`config.mk`:
```
export PLATFORM = sky130hd
export DESIGN_NAME = bus_arb2
export DESIGN_NICKNAME = d
export VERILOG_FILES = /design/src/rtl/bus_arb2.sv
export SDC_FILE = /design/constraint.sdc
export NUM_CORES = 1
export LEC_CHECK = 0
export BUFFER_PORTS_ARGS = -buffer_cell sky130_fd_sc_hd__buf_2
export CORE_ASPECT_RATIO = 1.25
export CORE_MARGIN = 4
export CORE_UTILIZATION = 42
export CTS_CLUSTER_DIAMETER = 80
export DETAILED_ROUTE_END_ITERATION = 8
export PLACE_DENSITY = 0.76
export SETUP_SLACK_MARGIN = 0.2
export SLEW_MARGIN = 20
export SYNTH_ARGS = -nofsm -noshare
export SYNTH_HDL_FRONTEND = slang
export SYNTH_SLANG_ARGS = --single-unit
```
`constraint.sdc`:
```
create_clock -name clk1000 -period 1.8 [get_ports clk1000]
set_input_delay 0.18 -clock clk1000 [delete_from_list [all_inputs] [get_ports clk1000]]
set_output_delay 0.18 -clock clk1000 [all_outputs]
set_load 0.02 [all_outputs]
```
`src/rtl/bus_arb2.sv`:
```
// bus_arb2: two-master round-robin arbiter in front of a 16x4 synchronous RAM.
// Each transaction walks IDLE -> ACCESS -> WAIT -> ACK -> IDLE, four cycles.

// Per-master grant/ack decode; one instance per master.
module bus_arb2_lane #(
  parameter logic IDX = 1'b0
) (
  input  logic st_busy,
  input  logic st_ack,
  input  logic owner,
  output logic gnt,
  output logic ack
);
  assign gnt = st_busy & (owner == IDX);
  assign ack = st_ack  & (owner == IDX);
endmodule

module bus_arb2 (
  input  logic       clk1000,
  input  logic       clr_n,
  input  logic       req0,
  input  logic       req1,
  input  logic       wen0,
  input  logic       wen1,
  input  logic [3:0] addr0,
  input  logic [3:0] addr1,
  input  logic [3:0] wdata0,
  input  logic [3:0] wdata1,
  output logic       gnt0,
  output logic       gnt1,
  output logic       ack0,
  output logic       ack1,
  output logic [3:0] rdata,
  output logic       ram_wen,
  output logic [3:0] ram_addr,
  output logic [3:0] ram_in,
  input  logic [3:0] ram_out,
  output logic       busy,
  output logic       owner,
  output logic [7:0] txn_cnt,
  output logic [3:0] bus_view
);
  localparam int NUM_M = 2;

  typedef enum logic [1:0] {IDLE, ACCESS, WAIT, ACK} state_t;

  typedef struct packed {
    logic       wen;
    logic [3:0] addr;
    logic [3:0] wdata;
  } mreq_t;

  state_t                state, nxt;
  mreq_t  [NUM_M-1:0]    mreq;
  mreq_t                 lat;
  logic   [NUM_M-1:0]    req_v, gnt_v, ack_v;
  logic                  last_owner, owner_q, win;

  assign req_v = {req1, req0};
  assign mreq  = {{wen1, addr1, wdata1}, {wen0, addr0, wdata0}};

  // Round-robin pick: on a tie the master that did not go last wins;
  // a lone requester always wins.
  always_comb begin
    win = 1'b0;
    if (req0 && req1) win = ~last_owner;
    else              win = req1;
  end

  // Next-state logic; every state except IDLE is exactly one cycle.
  always_comb begin
    nxt = state;
    case (state)
      IDLE:    if (|req_v) nxt = ACCESS;
      ACCESS:  nxt = WAIT;
      WAIT:    nxt = ACK;
      ACK:     nxt = IDLE;
      default: nxt = IDLE;
    endcase
  end

  // State register; reset mid-transaction drops straight back to IDLE.
  always_ff @(posedge clk1000 or negedge clr_n) begin
    if (!clr_n) state <= IDLE;
    else        state <= nxt;
  end

  // Request latch, read-data capture, ownership history and transaction count.
  // The latched request keeps the transaction going even if the master
  // drops req or changes its inputs after ACCESS is entered.
  always_ff @(posedge clk1000 or negedge clr_n) begin
    if (!clr_n) begin
      lat        <= '0;
      owner_q    <= 1'b0;
      last_owner <= 1'b1;
      rdata      <= '0;
      txn_cnt    <= '0;
    end else begin
      case (state)
        IDLE: if (|req_v) begin
          owner_q <= win;
          lat     <= mreq[win];
        end
        // ram_out is valid here: address was presented in ACCESS.
        WAIT: rdata <= lat.wen ? lat.wdata : ram_out;
        ACK: begin
          txn_cnt    <= txn_cnt + 8'd1;
          last_owner <= owner_q;
        end
        default: ;
      endcase
    end
  end

  genvar g;
  generate
    for (g = 0; g < NUM_M; g++) begin : g_lane
      bus_arb2_lane #(.IDX(g[0])) u_lane (
        .st_busy (state != IDLE),
        .st_ack  (state == ACK),
        .owner   (owner_q),
        .gnt     (gnt_v[g]),
        .ack     (ack_v[g])
      );
    end
  endgenerate

  assign gnt0     = gnt_v[0];
  assign gnt1     = gnt_v[1];
  assign ack0     = ack_v[0];
  assign ack1     = ack_v[1];
  assign owner    = owner_q;
  assign busy     = (state != IDLE);
  assign ram_wen  = (state == ACCESS) & lat.wen;
  assign ram_addr = lat.addr;
  assign ram_in   = lat.wdata;
  assign bus_view = ((state == ACCESS) && lat.wen) ? lat.wdata : rdata;
endmodule

```
* After elaboration in Yosys (flattened, before gate mapping) *
Cells that the tools add are included.
Widths: inputs -> output; s select.

cells by class
  add/sub/neg operators = 1
  multiply operators = 0
  divide/modulo/power cells = 0
  magnitude comparators = 1
  eq/ne operators = 4
  shift-type cells = 0
  mux-type cells = 7
  bitwise operators = 7
  reductions and logical operators = 6

operator list
  kind                 number
  $mux 9               2
  $add 8x1->8 const B  1
  $mux 4               2
  $pmux 2 s4           1
  $and 1x1->1          5
  $eq 2x2->1 const B   2
  $eq 2x1->1 const B   1
  $logic_and 1x1->1    2
  $logic_not 2->1      1
  $lt 1x2->1 const B   1
  $mux 2               1
  $ne 2x2->1 const B   1
  $not 1->1            2
  $reduce_and 2->1     1
  $reduce_bool 2->1    1
  $reduce_or 2->1      1
  $mux 1               1

storage, ports and cells
  register bits after elaboration = 25
  bits in latches = 0
  bits in writable memories = 0
  memory bits (read-only) = 0
  input bits = 26
  output and inout bits = 31
  word-level logic and storage cells = 34
  memories kept = 0

* Logic depth before layout (Yosys ltp) *
Gate-level depths: netlist of run 1.

  word-level depth = 4
  gate-level depth with buffers = 6
  depth with buffers taken out = 5

* Hierarchy *
Synthesis of run 1 repeated with hierarchy kept, for this count alone.

unflattened totals
  cells, all modules = 132
  area total of the unflattened synthesis = 1311.3 um2

by module, submodules not included
  module         times used  cells an instance  area each (um2)  sequential area each (um2)
  bus_arb2       1           128                1286.2           626.9
  bus_arb2_lane  2           2                  12.5             0.0

* Least setup slack after synthesis of run 1 *
No wires, ideal clock.

  path kind = reg2reg
  from = register state[0]
  to = register state[1]
  library setup time = 0.125 ns
  arrival time = 1.307 ns
  setup slack = 0.368 ns
  cell stages (with the launch flop) = 5
  buffers on the path = 0
  period minus slack after synthesis = 1.432 ns
  cells stage by stage = dfrtp_1 -> inv_1 -> ha_1 -> nor3b_2 -> mux2_2

on the way
  word-level cells in the longest chain between the ends = 2
  elaborated cells between the ends (all ways) = 6
  those cells by class = eq/ne (4); mux (1); reduce/logical (1)

RTL lines
  what                                      line  RTL
  start: declaration                        53    state_t state, nxt;
  start signal: assignment                  85    else state <= nxt;
  $eq 2x2->1, or another cell as far along  73    case (state)
  $pmux 2 s4 or $ne 2x2->1 (tied branches)  n/a

Several ways; a longest one is shown, not always the timed one.
A chain may end at the register's enable or synchronous reset.

* Worst setup path after layout of run 1 *
  from = register state[1]
  to = output bus_view[0]

on the way
  word-level cells in the longest chain between the ends = 3

RTL lines
  what               line  RTL
  $eq 2x1->1         137   assign bus_view = ((state == ACCESS) && lat.wen) ? lat.wdata : rdata;
  $logic_and 1x1->1  137
  $mux 4             137
  end: declaration   41    output logic [3:0] bus_view

Every way passes these cells.

==> out/qor.yml, run 1 <==
final_cell_mix: "buf_2, dfrtp_1, nor2_1"
h-tree-depth: 1
grt_max_degree: 26
slowest_stage: "dfrtp_1"
hold_viol_final: 0
p_int_w: 0.00186
cts_root_buffer: "clkbuf_8"
critical_path.cell_chain: "inv_2 > ha_4 > nand2_8 > mux2_4 > buf_6"
rrSetupSlack_ns: 0.26
status: "finished, final reports clean"
firstDrtPassIters: 6
end_kind: "output pin"
slew_viol_final: 0
p_sw_share_pct: 45.5
gp_congestion: 0.727
fin_cells: 221
worstPathRequired_ns: 1.62
syn_area_per_cell_um2: 10.4
finalSetupViolations: 0
drc: 0
synth_top_area_share_pct: 43.6
timing.fmax_mhz: 624
wl_um: 2990
core_mm2: 0.00319
setup_tns_ns: 0
antenna_left: 0
rsz0062_at_grt: "yes"
synth-seq-cells: 25
endpoint: "bus_view[0]"
fin_nets: 217
netlist-cell-type-count: 27
r2r_start: "state[0]"
grt_antenna_before_repair: 0
critPathMaxFanout: 5
layout_commonest_cell: "buf_2"
ys_warn_count: 0
grt_pass1_vias: 1056
layout-drive-gt1-share_pct: 48.9
p_leak_nw: 0.892
io_pins: 57
design_area_mm2: 0.00178
p_switching_w: 0.00155
track_usage_pct: 14.5
slew_headroom_pct: 61.6
grt_pass1_wl_um: 4860
die_area_mm2: 0.00427
start_util_pct: 43.1
syn_to_final_growth_pct: 29.3
clock_sinks: 25
synth_area_leader_cell: "dfrtp_1"
layout_min_cycle_time_ns: 1.60
ys_top_cells_by_area: "dfrtp_1, buf_4, a21oi_2"
worstMarginPinSlew_ns: 0.575
synth-seq-area-share_pct: 45.5
arrival_ns: 1.42
syn-num-nets: 165
critical-path-max-stage-delay_ns: 0.39
critPathLaunchType: "flop"
min_path_type: "input pin to flop"
wire_per_inst_um: 13.5
drt_iter0_markers: 37
cts_buffers: 3
postSynthCellCount: 133
viasPerCell: 4.90
row_count: 23
grt_overflow: 0
num_antenna_cells: 0
utilization_pct: 55.8
vias: 1082
cts_max_path_buffers: 2
place_area_mm2: 0.00162
ir_worst_vdd_v: 0.000970
r2r_end: "state[1]"
die_w_um: 59.2
syn_area_mm2: 0.00138
p_clk_share_pct: 9.4
clk_latency_ns: 0.26
p_per_area_mw_per_mm2: 1910
cap_violations: 0
timing.final.crit_share_pct: 89.0
cts_tree: "done"
place_hpwl_um: 2280
comb_power_share_pct: 58.5
crit_path_start: "state[1]"
die_h_um: 72.0
path_class: "flop to output pin"
num-fill-cells: 303
reg2regPathDepth: 4
dp.cells: 214
fin_worst_skew_ns: 0.00218
portBuffers: 56
p_seq_share_pct: 32.1
clkTransAtPathRegs_ns: 0.08
[layer usage]
| metal | global-route usage, % | up-vias | share of wire (%) |
|---|---|---|---|
| met5 | 0 | - | 0 |
| met4 | 6.05 | 0 | 1.2 |
| met3 | 2.31 | 2 | 4.4 |
| met2 | 24.9 | 25 | 54 |
| met1 | 17.5 | 521 | 40 |
| li1 | - | 534 | - |
[how the worst min path moves through the flow]
stage	cells past startpoint	from	end	slack, ns
2_1_floorplan	0	clr_n	lat[8]	-0.12
4_1_cts	3	addr0[1]	ram_addr[1]	0.14
3_3_place_gp	1	clr_n	ram_in[1]	0.21
3_5_place_dp	1	clr_n	rdata[1]	0.21
5_1_grt	3	wdata0[1]	ram_in[1]	0.15
6_report	3	wdata0[3]	ram_in[3]	0.15
[worst max-delay path, delay by kind of cell, from the launching register on]
| family | cells | cell delay (ns) |
|---|---|---|
| flip-flops | 1 | 0.39 |
| buffers and inverters | 2 | 0.23 |
| AND/OR/NAND/NOR | 1 | 0.07 |
| adder cells (fa/ha/maj) | 1 | 0.16 |
| multiplexers | 1 | 0.31 |
[synth_stat cells (all sizes together)]
library cell  count
clkbuf            2
nor3              2
xnor2             3
nand4             2
inv               4
nor2             16
mux2              7
xor2              4
mux2i             4
buf              11
nor3b             1
a21boi            1
dfstp             1
ha                6
dfrtp            24
nor2b             2
a21bo             1
o21ai             2
and2              1
a21oi            23
o21a              1
nand2            15
[area by class of cell]
| type | instances | area (um2) | share of cell area [%] |
|---|---|---|---|
| well taps | 37 | 46.3 | 2.60 |
| clock buffers | 3 | 41.3 | 2.32 |
| flip-flops and latches | 25 | 627 | 35.2 |
| multi-input cells | 91 | 709 | 39.8 |
| clock inverters | 1 | 5.00 | 0.281 |
| repair buffers | 60 | 338 | 19.0 |
| inverters | 4 | 15.0 | 0.843 |
[what timing repair did]
item | 4_1_cts | 5_1_grt
pin swaps | 2 | 1
endpoints found under the hold margin | 24 | 0
resized for setup | 17 | 5
buffers inserted | 2 | 0
setup endpoints to repair | 6 | 10
hold buffers | 1 | 0
[state kept, by name, summed over array words and instances (netlist names)]
signal      count
state           2
lat             1
txn_cnt         8
ram_addr        4
rdata           4
owner           1
ram_in          4
last_owner      1
[kinds of logic after synthesis]
| family | Yosys count | synth area share [%] |
|---|---|---|
| buffers and inverters | 17 | 7.72 |
| XOR/XNOR | 7 | 4.45 |
| adder cells (fa/ha/maj) | 6 | 5.45 |
| AND/OR/NAND/NOR | 39 | 13.8 |
| AO/OA/AOI/OAI | 28 | 14.4 |
| multiplexers | 11 | 8.63 |
| flip-flops | 25 | 45.5 |
[per-stage QoR]
step / hold slack [ns] / setup slack [ns] / power (W)
after floorplan: -0.116 / 0.368 / 0.00244
after global placement: 0.211 / 0.308 / 0.00279
after detailed placement: 0.211 / 0.254 / 0.00284
after CTS: 0.137 / 0.176 / 0.00337
after global routing: 0.146 / 0.141 / 0.00366
final: 0.148 / 0.198 / 0.00341
[power groups by stage]
stage | registers, W | clock network [W] | logic, W
finish | 0.00109 | 0.000322 | 0.00199
global placement | 0.00108 | 0 | 0.00171
detailed placement | 0.00109 | 0 | 0.00175
global route | 0.00114 | 0.000361 | 0.00216
floorplan | 0.00118 | 0 | 0.00126
CTS | 0.00108 | 0.000338 | 0.00195
Power figures use the tool's default switching activity.
==> run 2, diff against run 1 <==
--- a/config.mk
+++ b/config.mk
@@ -9,9 +9,11 @@
 export CORE_ASPECT_RATIO = 1.25
 export CORE_MARGIN = 4
 export CORE_UTILIZATION = 42
+export CTS_BUF_LIST = sky130_fd_sc_hd__clkbuf_4 sky130_fd_sc_hd__clkbuf_8
 export CTS_CLUSTER_DIAMETER = 80
 export DETAILED_ROUTE_END_ITERATION = 8
-export PLACE_DENSITY = 0.76
+export PLACE_DENSITY = 0.71
+export RECOVER_POWER = 50
 export SETUP_SLACK_MARGIN = 0.2
 export SLEW_MARGIN = 20
 export SYNTH_ARGS = -nofsm -noshare
==> run 2 against run 1 <==
Clock skew grew 0.0046 ns. Combinational power barely moved. Largest cell class unchanged. Critical endpoint is now bus_view[3]. Worst setup slack better by 0.0039 ns.
==> out/qor.yml, run 2 (synthesis results as in run 1) <==
die_h_um: 72.0  # unchanged
fin_worst_skew_ns: 0.00674  # +0.00456 ns
layout_commonest_cell: "buf_2"
cts_buffers: 3  # unchanged
clk_latency_ns: 0.27  # about the same
busiest_layer: "met2"
grt_overflow: 0  # unchanged
gp_congestion: 0.701  # -3.6%
grt_pass1_vias: 1043  # -1.2%
critical_path.top_delay_family: "flip-flops"
setup_slack_ns: 0.202  # +0.00390 ns
wl_um: 3020  # +1.3%
largest_reg_flops: 8  # unchanged
layout_min_cycle_time_ns: 1.60  # -0.00390 ns
start_util_pct: 43.1  # unchanged
critical_path.cell_chain: "inv_2 > ha_4 > nand2_4 > mux2_4 > buf_6"
cap_violations: 0  # unchanged
p_leak_nw: 0.859  # -3.7%
die_w_um: 59.2  # unchanged
cp_num_buf_inv: 2  # unchanged
slew_headroom_pct: 58.4  # -3.2 points
status: "finished, final reports clean"
worstPathRequired_ns: 1.62  # about the same
grt_max_degree: 26  # unchanged
critPathMaxFanout: 5  # unchanged
wire_per_inst_um: 13.6  # +0.36%
portBuffers: 56  # unchanged
cts_max_path_buffers: 2  # unchanged
end_kind: "output pin"
antenna_left: 0  # unchanged
h-tree-depth: 1  # unchanged
viasPerCell: 4.87  # -0.44%
io_pins: 57  # unchanged
cts_tree: "done"
dp_slack_ns: 0.241  # -0.0127 ns
worstMarginPinSlew_ns: 0.624  # +0.0484 ns
place_hpwl_um: 2270  # -0.16%
grt_antenna_before_repair: 0  # unchanged
vias: 1087  # +0.46%
top_register: "txn_cnt"
p_per_area_mw_per_mm2: 1920  # +0.52%
grt_util_met2_pct: 24.8  # -0.12 points
clkTransAtPathRegs_ns: 0.09  # about the same
slew_viol_final: 0  # unchanged
drc: 0  # unchanged
layout-drive-gt1-share_pct: 41.9  # -7.0 points
clock_sinks: 25  # unchanged
min_path_type: "input pin to flop"
arrival_ns: 1.42  # about the same
die_area_mm2: 0.00427  # unchanged
critPathLaunchType: "flop"
critical-path-max-stage-delay_ns: 0.39  # about the same
track_usage_pct: 14.5  # +0.032 points
grt_use_met1_pct: 18.4  # +0.92 points
setup_tns_ns: 0  # unchanged
ir_worst_vdd_v: 0.00110  # +13%
final_cell_mix: "buf_2, dfrtp_1, nor2_1"
rsz0062_at_grt: "yes"
timing.fmax_mhz: 626  # +0.24%
core_mm2: 0.00319  # unchanged
hold_viol_final: 0  # unchanged
fin_nets: 219  # +0.92%
cts_root_buffer: "clkbuf_8"
row_count: 23  # unchanged
path_class: "flop to output pin"
firstDrtPassIters: 4  # -2
drt_iter0_markers: 25  # -32%
timing.final.crit_share_pct: 88.8  # -0.22 points
finalSetupViolations: 0  # unchanged
syn_to_final_growth_pct: 29.4  # about the same
slowest_stage: "dfrtp_1"
grt_pass1_wl_um: 4770  # -2.0%
num_antenna_cells: 0  # unchanged
met3_usage_pct: 1.78  # -0.53 points
==> run 2: changes by cell type in the layout (fill, tap and decap cells not counted), sizes merged <==
cell,previous run,this run
buf,59,45
clkbuf,3,19
clkinv,1,0
clkinvlp,0,1
==> run 2: worst paths after layout <==
path | startpoint | endpoint | slack (ns) | depth (start not counted)
min reg2reg | txn_cnt[7] | txn_cnt[7] | 0.47 | 1
min | addr0[2] | ram_addr[2] | 0.14 | 3
max reg2reg | state[0] | state[1] | 0.29 | 4
max | state[1] | bus_view[3] | 0.20 | 5
max in group asynchronous | clr_n | lat[8] | 0.91 | 2
min in group asynchronous | clr_n | rdata[0] | 0.44 | 2
==> run 2: layout make-up <==
class                           count  area [um2]
Sequential cell                    25         628
Fill cell                         281        1410
Clock inverter                      1        7.51
Clock buffer                        3        41.3
Multi-Input combinational cell     91         711
Tap cell                           37        46.3
Inverter                            4        15.0
Timing Repair Buffer               62         334
==> run 2: through the flow <==
stage,hold slack (ns),util [%],instance area [um2],power (W),cells
2_1_floorplan,-0.116,-,1380,0.00244,133
3_3_place_gp,0.199,50.5,1610,0.00276,213
3_5_place_dp,0.201,50.5,1610,0.00283,213
4_1_cts,0.130,54.7,1750,0.00337,221
5_1_grt,0.135,55.8,1780,0.00367,223
6_report,0.137,55.8,1780,0.00343,223
==> run 2: timing repair <==
action	4_1_cts	5_1_grt
setup endpoints to repair	6	17
endpoints found under the hold margin	24	0
pin swaps	1	0
setup buffers	3	2
gates cloned	0	0
resized for setup	14	9
hold buffers	1	0
==> run 2: report_power, final <==
| part | switching (W) | internal (W) | total [W] |
|---|---|---|---|
| clock | 0.000176 | 0.000157 | 0.000333 |
| combinational | 0.00112 | 0.000861 | 0.00198 |
| sequential | 0.000281 | 0.000831 | 0.00111 |
==> run 2: worst reg2reg max path, stage by stage (launching register included) <==
cell and delay (ns):
dfrtp_1 0.42, inv_1 0.19, ha_4 0.21, nor3b_4 0.23
mux2_2 0.35
==> run 2: routing by layer <==
layer  part of all wire, %  vias up  wire, um
li1                      -      543         -
met1                    41      507      1250
met2                    51       32      1550
met3                   5.5        5       166
met4                   1.9        0        58
met5                     0        -         0
